**config.mk**
```make
export PLATFORM = sky130hd
export DESIGN_NAME = regfile_write_arbiter_flat
export DESIGN_NICKNAME = d
export VERILOG_FILES = /design/src/rtl/regfile_write_arbiter_if.sv /design/src/rtl/regfile_write_arbiter.sv /design/src/flat_wrapper.sv
export SDC_FILE = /design/constraint.sdc
export NUM_CORES = 1
export LEC_CHECK = 0
export ABC_AREA = 1
export BUFFER_PORTS_ARGS = -buffer_cell sky130_fd_sc_hd__buf_2
export CAP_MARGIN = 20
export CORE_AREA = 5 5 164 229
export CTS_CLUSTER_DIAMETER = 200
export DETAILED_ROUTE_END_ITERATION = 6
export DIE_AREA = 0 0 169 234
export HOLD_SLACK_MARGIN = 0.05
export PLACE_DENSITY_LB_ADDON = 0.2
export SLEW_MARGIN = 15
export SYNTH_ARGS = -nofsm -noshare
export SYNTH_HDL_FRONTEND = slang
export SYNTH_SLANG_ARGS = --single-unit
export TNS_END_PERCENT = 5
```
**constraint.sdc**
```tcl
create_clock -name clock -period 6.9 [get_ports clock]
set_input_delay 0.345 -clock clock [delete_from_list [all_inputs] [get_ports clock]]
set_output_delay 0.345 -clock clock [all_outputs]
set_load 0.01 [all_outputs]
```
**src/rtl/regfile_write_arbiter_if.sv**
```systemverilog
// Handshake and data signals between the pipeline, the long-latency unit and the register-file write arbiter.
// No logic, no latency: the interface only carries wires.
// Backpressure is carried by wb_hold_o (writeback) and lu_ready_o (long-latency results).
interface regfile_write_arbiter_if;
   logic        wb_req;
   logic [4:0]  wb_addr;
   logic [31:0] wb_data;
   logic        wb_hold_o;
   logic        lu_valid;
   logic [4:0]  lu_addr;
   logic [31:0] lu_data;
   logic        lu_ready_o;
   logic        lu_issue;
   logic [4:0]  lu_issue_addr;
   logic [4:0]  a_addr;
   logic [4:0]  b_addr;
   logic        hazard_o;
   logic [31:0] busy_o;
   logic        write_sig;
   logic [4:0]  d_addr;
   logic [31:0] writeback_data;
   logic        a_fwd_valid_o;
   logic [31:0] a_fwd_data_o;

   // Driver side: pipeline, long-latency unit and decode.
   modport master (
      output wb_req, wb_addr, wb_data, lu_valid, lu_addr, lu_data,
      output lu_issue, lu_issue_addr, a_addr, b_addr,
      input  wb_hold_o, lu_ready_o, hazard_o, busy_o,
      input  write_sig, d_addr, writeback_data, a_fwd_valid_o, a_fwd_data_o
   );

   // Arbiter side.
   modport slave (
      input  wb_req, wb_addr, wb_data, lu_valid, lu_addr, lu_data,
      input  lu_issue, lu_issue_addr, a_addr, b_addr,
      output wb_hold_o, lu_ready_o, hazard_o, busy_o,
      output write_sig, d_addr, writeback_data, a_fwd_valid_o, a_fwd_data_o
   );
endinterface

```
**src/rtl/regfile_write_arbiter.sv**
```systemverilog
// Shares the register-file write port between writeback and a FIFO of long-latency results; keeps a busy scoreboard.
// Latency: a grant is registered onto the write port one cycle later; a pushed result is written two cycles after the push at the earliest.
// Backpressure: lu_ready_o drops when the FIFO is full; wb_hold_o freezes writeback while a starved FIFO is forced to win. Optional macro: REGFILE_ARB_BYPASS_EN.
module regfile_write_arbiter #(
   parameter int DEPTH        = 4,
   parameter int STARVE_LIMIT = 8
) (
   input logic                    clock,
   input logic                    Rest,
   regfile_write_arbiter_if.slave bus
);
   localparam int          AW      = $clog2(DEPTH);
   localparam logic [AW:0] DEPTH_L = (AW+1)'(DEPTH);
   localparam logic [7:0]  LIMIT   = 8'(STARVE_LIMIT);

   logic [4:0]    fifo_addr [DEPTH];
   logic [31:0]   fifo_data [DEPTH];
   logic [AW-1:0] wr_ptr;
   logic [AW-1:0] rd_ptr;
   logic [AW:0]   count;
   logic [7:0]    starve_cnt;
   logic          rst_done;
   logic [31:0]   busy;
   logic          from_fifo;
   logic          write_sig;
   logic [4:0]    d_addr;
   logic [31:0]   wr_data;

   logic          fifo_ne;
   logic          full;
   logic          lu_ready;
   logic          push;
   logic          force_fifo;
   logic          grant_fifo;
   logic          grant_wb;
   logic [4:0]    win_addr;
   logic [31:0]   win_data;
   logic [31:0]   clr_mask;
   logic [31:0]   set_mask;

   assign fifo_ne  = (count != '0);
   assign full     = (count == DEPTH_L);
   // Ready stays low until the first edge after reset release.
   assign lu_ready = rst_done & ~full;
   assign push     = bus.lu_valid & lu_ready;

   // A FIFO that has lost STARVE_LIMIT times in a row takes the port and freezes writeback.
   assign force_fifo = fifo_ne & (starve_cnt == LIMIT);
   assign grant_fifo = fifo_ne & (force_fifo | ~bus.wb_req);
   assign grant_wb   = bus.wb_req & ~force_fifo;
   assign win_addr   = grant_fifo ? fifo_addr[rd_ptr] : bus.wb_addr;
   assign win_data   = grant_fifo ? fifo_data[rd_ptr] : bus.wb_data;

   // Only long-latency writes retire busy bits; a new issue to the same register wins.
   assign clr_mask = (write_sig & from_fifo) ? (32'd1 << d_addr) : 32'd0;
   assign set_mask = (bus.lu_issue && bus.lu_issue_addr != 5'd0) ? (32'd1 << bus.lu_issue_addr) : 32'd0;

   // FIFO storage: payload needs no reset, the pointers decide what is valid.
   always_ff @(posedge clock) begin
      if (push) begin
         fifo_addr[wr_ptr] <= bus.lu_addr;
         fifo_data[wr_ptr] <= bus.lu_data;
      end
   end

   // FIFO pointers and occupancy; pointers wrap naturally at DEPTH.
   always_ff @(posedge clock or negedge Rest) begin
      if (!Rest) begin
         wr_ptr   <= '0;
         rd_ptr   <= '0;
         count    <= '0;
         rst_done <= 1'b0;
      end else begin
         rst_done <= 1'b1;
         if (push)
            wr_ptr <= wr_ptr + 1'b1;
         if (grant_fifo)
            rd_ptr <= rd_ptr + 1'b1;
         if (push && !grant_fifo)
            count <= count + 1'b1;
         else if (!push && grant_fifo)
            count <= count - 1'b1;
      end
   end

   // Starvation counter: counts writeback wins over a waiting FIFO, saturating at the limit.
   always_ff @(posedge clock or negedge Rest) begin
      if (!Rest)
         starve_cnt <= 8'd0;
      else if (!fifo_ne || grant_fifo)
         starve_cnt <= 8'd0;
      else if (grant_wb && starve_cnt < LIMIT)
         starve_cnt <= starve_cnt + 8'd1;
   end

   // Registered write port; address 0 still consumes the grant but never asserts the enable.
   always_ff @(posedge clock or negedge Rest) begin
      if (!Rest) begin
         write_sig <= 1'b0;
         d_addr    <= 5'd0;
         wr_data   <= 32'd0;
         from_fifo <= 1'b0;
      end else if (grant_fifo || grant_wb) begin
         write_sig <= (win_addr != 5'd0);
         d_addr    <= win_addr;
         wr_data   <= win_data;
         from_fifo <= grant_fifo;
      end else begin
         write_sig <= 1'b0;
         from_fifo <= 1'b0;
      end
   end

   // Busy scoreboard of registers with outstanding long-latency writes.
   always_ff @(posedge clock or negedge Rest) begin
      if (!Rest)
         busy <= 32'd0;
      else
         busy <= (busy & ~clr_mask) | set_mask;
   end

   assign bus.lu_ready_o     = lu_ready;
   assign bus.wb_hold_o      = force_fifo;
   assign bus.busy_o         = busy;
   assign bus.hazard_o       = busy[bus.a_addr] | busy[bus.b_addr];
   assign bus.write_sig      = write_sig;
   assign bus.d_addr         = d_addr;
   assign bus.writeback_data = wr_data;

`ifdef REGFILE_ARB_BYPASS_EN
   assign bus.a_fwd_valid_o  = write_sig & (d_addr == bus.a_addr) & (bus.a_addr != 5'd0);
   assign bus.a_fwd_data_o   = wr_data;
`else
   assign bus.a_fwd_valid_o  = 1'b0;
   assign bus.a_fwd_data_o   = 32'd0;
`endif
endmodule

```
**src/flat_wrapper.sv**
```systemverilog
// flat-port wrapper written by rule: the top's interface ports become plain ports
module regfile_write_arbiter_flat 
#(
   parameter int DEPTH        = 4,
   parameter int STARVE_LIMIT = 8
)
  (clock, Rest, bus_wb_req, bus_wb_addr, bus_wb_data, bus_lu_valid, bus_lu_addr, bus_lu_data, bus_lu_issue, bus_lu_issue_addr, bus_a_addr, bus_b_addr, bus_wb_hold_o, bus_lu_ready_o, bus_hazard_o, bus_busy_o, bus_write_sig, bus_d_addr, bus_writeback_data, bus_a_fwd_valid_o, bus_a_fwd_data_o);
  regfile_write_arbiter_if bus_i ();
  input logic clock;
  input logic Rest;
  input wire logic [$bits(bus_i.wb_req)-1:0] bus_wb_req;
  input wire logic [$bits(bus_i.wb_addr)-1:0] bus_wb_addr;
  input wire logic [$bits(bus_i.wb_data)-1:0] bus_wb_data;
  input wire logic [$bits(bus_i.lu_valid)-1:0] bus_lu_valid;
  input wire logic [$bits(bus_i.lu_addr)-1:0] bus_lu_addr;
  input wire logic [$bits(bus_i.lu_data)-1:0] bus_lu_data;
  input wire logic [$bits(bus_i.lu_issue)-1:0] bus_lu_issue;
  input wire logic [$bits(bus_i.lu_issue_addr)-1:0] bus_lu_issue_addr;
  input wire logic [$bits(bus_i.a_addr)-1:0] bus_a_addr;
  input wire logic [$bits(bus_i.b_addr)-1:0] bus_b_addr;
  output wire logic [$bits(bus_i.wb_hold_o)-1:0] bus_wb_hold_o;
  output wire logic [$bits(bus_i.lu_ready_o)-1:0] bus_lu_ready_o;
  output wire logic [$bits(bus_i.hazard_o)-1:0] bus_hazard_o;
  output wire logic [$bits(bus_i.busy_o)-1:0] bus_busy_o;
  output wire logic [$bits(bus_i.write_sig)-1:0] bus_write_sig;
  output wire logic [$bits(bus_i.d_addr)-1:0] bus_d_addr;
  output wire logic [$bits(bus_i.writeback_data)-1:0] bus_writeback_data;
  output wire logic [$bits(bus_i.a_fwd_valid_o)-1:0] bus_a_fwd_valid_o;
  output wire logic [$bits(bus_i.a_fwd_data_o)-1:0] bus_a_fwd_data_o;
  assign bus_i.wb_req = bus_wb_req;
  assign bus_i.wb_addr = bus_wb_addr;
  assign bus_i.wb_data = bus_wb_data;
  assign bus_i.lu_valid = bus_lu_valid;
  assign bus_i.lu_addr = bus_lu_addr;
  assign bus_i.lu_data = bus_lu_data;
  assign bus_i.lu_issue = bus_lu_issue;
  assign bus_i.lu_issue_addr = bus_lu_issue_addr;
  assign bus_i.a_addr = bus_a_addr;
  assign bus_i.b_addr = bus_b_addr;
  assign bus_wb_hold_o = bus_i.wb_hold_o;
  assign bus_lu_ready_o = bus_i.lu_ready_o;
  assign bus_hazard_o = bus_i.hazard_o;
  assign bus_busy_o = bus_i.busy_o;
  assign bus_write_sig = bus_i.write_sig;
  assign bus_d_addr = bus_i.d_addr;
  assign bus_writeback_data = bus_i.writeback_data;
  assign bus_a_fwd_valid_o = bus_i.a_fwd_valid_o;
  assign bus_a_fwd_data_o = bus_i.a_fwd_data_o;
  regfile_write_arbiter #(.DEPTH(DEPTH), .STARVE_LIMIT(STARVE_LIMIT)) u_core (.clock(clock), .Rest(Rest), .bus(bus_i));
endmodule
```
==> run summary <==
synth cell count leaders - 188 x nand2_1, 148 x edfxtp_1, 148 x o21ai_0
area of the core - 35400 sq um
setup TNS - 0 ns
Worst Clk Skew - 0.0136 ns
Final Wtd Congestion - 0.854
unique cell type count in the Yosys netlist - 41
Fin Hold WS - 0.0714 ns
cell with the most instances after synthesis - nand2_1
wire per inst - 17.4 microns
count of nets after finishing - 1306
initial antenna violation count - 2
Worst setup SP type - flop
kind of critical path - flop to flop
clock latency at the later pin of the worst-skew pair - 0.52 ns
fin crit period - 2.40 ns
final setup fails - 0
status - complete, no violations
total CTS buffers - 24
Avg Inst Size Synth - 10.5 sq um
hpwl dp - 18900 microns
post-synthesis sequential area ratio - 0.634
global-route wire length before repair - 44800 microns
total grt overflow - 0
reg2reg path depth - 12
post-synthesis instance area - 10400 sq um
post-synth top area share - 0.426
drt drc - 0
top cells by area in the synthesized netlist - edfxtp_1 43%, dfrtp_1 21%, o21ai_0 7.1%
reg-to-reg endpoint - u_core.count[2]
Final ANT Viol Nets - 0
area post-placement - 11500 sq um
CTS tree - built
r2r setup slk - 4.50 ns
Worst slew margin - 0.413
Cells after Synth - 996
FF-to-FF Start - u_core.starve_cnt[0]
Area Overhead vs Synth - 24.2%
Post-synth EDFFs - 148
first drt pass iteration count - 5
worst-margin pin slew - 0.881 ns
All-Layer GR Usage - 0.144
met3 Use GR - 0.0221
H-tree levels - 1
largest net degree at the start of global routing - 77
Slowest-stage cell, CP - fa_1
Max FO, Critical Path - 21
element type at the critical path end - flop
Initial DRC Count - 485
proportion of layout cells with a drive suffix above 1 - 0.200
Yosys reg bits - 235
family with the most delay on the worst path - adder cells
worst hold path type - primary input to flop
Final Hold Viols - 0
die width - 169 microns
Final Cell Area - 13000 sq um
Root Driver - clkbuf_16
final clock period utilization by the worst path - 0.348
Rows - 82
met1 GRT Util - 0.172
fin. max-slew vios - 0
Worst VDD drop - 0.207 mV
RSZ-0062 raised after global routing - false
pwr/cell area - 382 nW/um^2
die area - 39500 sq um
global-route met2 utilization - 0.268
Routed WL - 29400 microns
via/cell ratio - 4.68
leak pwr - 5.18 nW
Die Ht - 234 microns
CP required - 7.30 ns
CP Cell Sequence - inv_1, ha_1, nand3_2, nor2_4, o21ai_2, buf_4, ha_1, inv_1, fa_1, a21oi_1, o21ai_0, xor2_1
Top FF cell, synth - edfxtp_1
vias in the first global route - 7833
dominant cell type by area after synthesis - edfxtp_1
Port Buffers - 166
Worst path max stage delay - 0.43 ns
CTS clock-pin slew for the worst setup and hold paths - 0.06 ns
WHS Endpoint - u_core.bus.writeback_data[13]
Hold Crit Depth - 3
Async S/R FF share, synth - 0.370
WP buf/inv - 3
DR vias - 7880
Starting Density - 0.295
Fmax achieved - 416 MHz
Max-Cap Viols - 0
grt peak-use layer - met2
clock tree sinks - 235
Crit path arrival time - 2.81 ns
hold_sp - bus_wb_data[13]
clock buffer depth - 3
num ports - 200
YS warnings - 0
[cells by family after synthesis]
logic type	share of synthesized area
buffers and inverters	0.0727
muxes	0.00108
and+or+nand+nor	0.150
xor gates and xnor gates	0.00587
DFF	0.634
adders and majority gates	0.0103
other	0.000719
AOI/OAI and AO/OA	0.126
[worst max path at each step]
stage                              start                             to  slack [ns]  cells past startpoint
finish              u_core.starve_cnt[0]                u_core.count[2]        4.50                     12
global route        u_core.starve_cnt[0]   u_core.bus.writeback_data[5]        4.24                     10
CTS                      u_core.count[0]   u_core.bus.writeback_data[8]        4.46                      7
detailed placement       u_core.count[0]  u_core.bus.writeback_data[27]        4.47                      7
global placement    u_core.starve_cnt[0]                u_core.count[2]        4.48                     12
floorplan                u_core.count[0]         u_core.fifo_addr[0][0]        3.83                      4
[state kept, by name, indices dropped and copies added (netlist names)]
name	flops
u_core.fifo_data	128
u_core.bus.busy_o	32
u_core.bus.writeback_data	32
u_core.fifo_addr	20
u_core.starve_cnt	8
u_core.bus.d_addr	5
u_core.count	3
u_core.rd_ptr	2
u_core.wr_ptr	2
u_core.bus.write_sig	1
u_core.from_fifo	1
u_core.rst_done	1
[tightest hold or removal path: cells and delay by family]
kind	cells	cell delay (ns)
buffers and inverters	1	0.10
AOI/OAI and AO/OA	1	0.07
and+or+nand+nor	1	0.05
[cell type report]
class | instances | area [sq um]
diodes | 1 | 2.50
clock inverters | 10 | 156
inverters | 54 | 205
flip-flops and latches | 235 | 6620
repair buffers | 233 | 1500
fillers | 3551 | 22400
multi-input cells | 656 | 3220
well taps | 462 | 578
clock buffers | 34 | 689
[where the power goes]
part	internal [mW]	switching [mW]
registers	1.81	0.229
logic	0.523	1.01
clock network	0.848	0.542
[cells in the final DEF (no fill, tap or decap), types with 7 or more instances in the layout]
cell / instances
dfrtp_1: 86
nand3_1: 51
nor3_1: 10
o21ai_0: 148
o211ai_1: 8
nand4_1: 8
edfxtp_1: 148
buf_4: 11
nand2_1: 188
ha_1: 7
buf_2: 165
inv_1: 48
o22ai_1: 32
a22oi_2: 9
clkbuf_16: 25
conb_1: 34
dlygate4sd3_1: 56
a21oi_1: 13
nor2_1: 105
[metrics by stage]
step                      power, mW  utilization  cells  setup WS [ns]
after floorplan                3.01            -   1028           3.83
after global placement         3.57        0.326   1583           4.48
after detailed placement       3.59        0.326   1583           4.47
after CTS                      5.02        0.366   1683           4.46
after global routing           5.28        0.366   1685           4.24
final                          4.95        0.366   1685           4.50
[timing repair]
item,in CTS,in global routing
gates resized for setup,0,0
endpoints found under the setup margin,0,0
hold buffers,56,0
hold endpoints to repair,186,0
setup buffers,0,0
[routing by layer]
metal,up-vias,wire [microns]
met2,238,15300
met3,41,1770
met4,2,598
met5,-,13
met1,3795,11700
li1,3804,-
(Power assumes the default switching activity.)
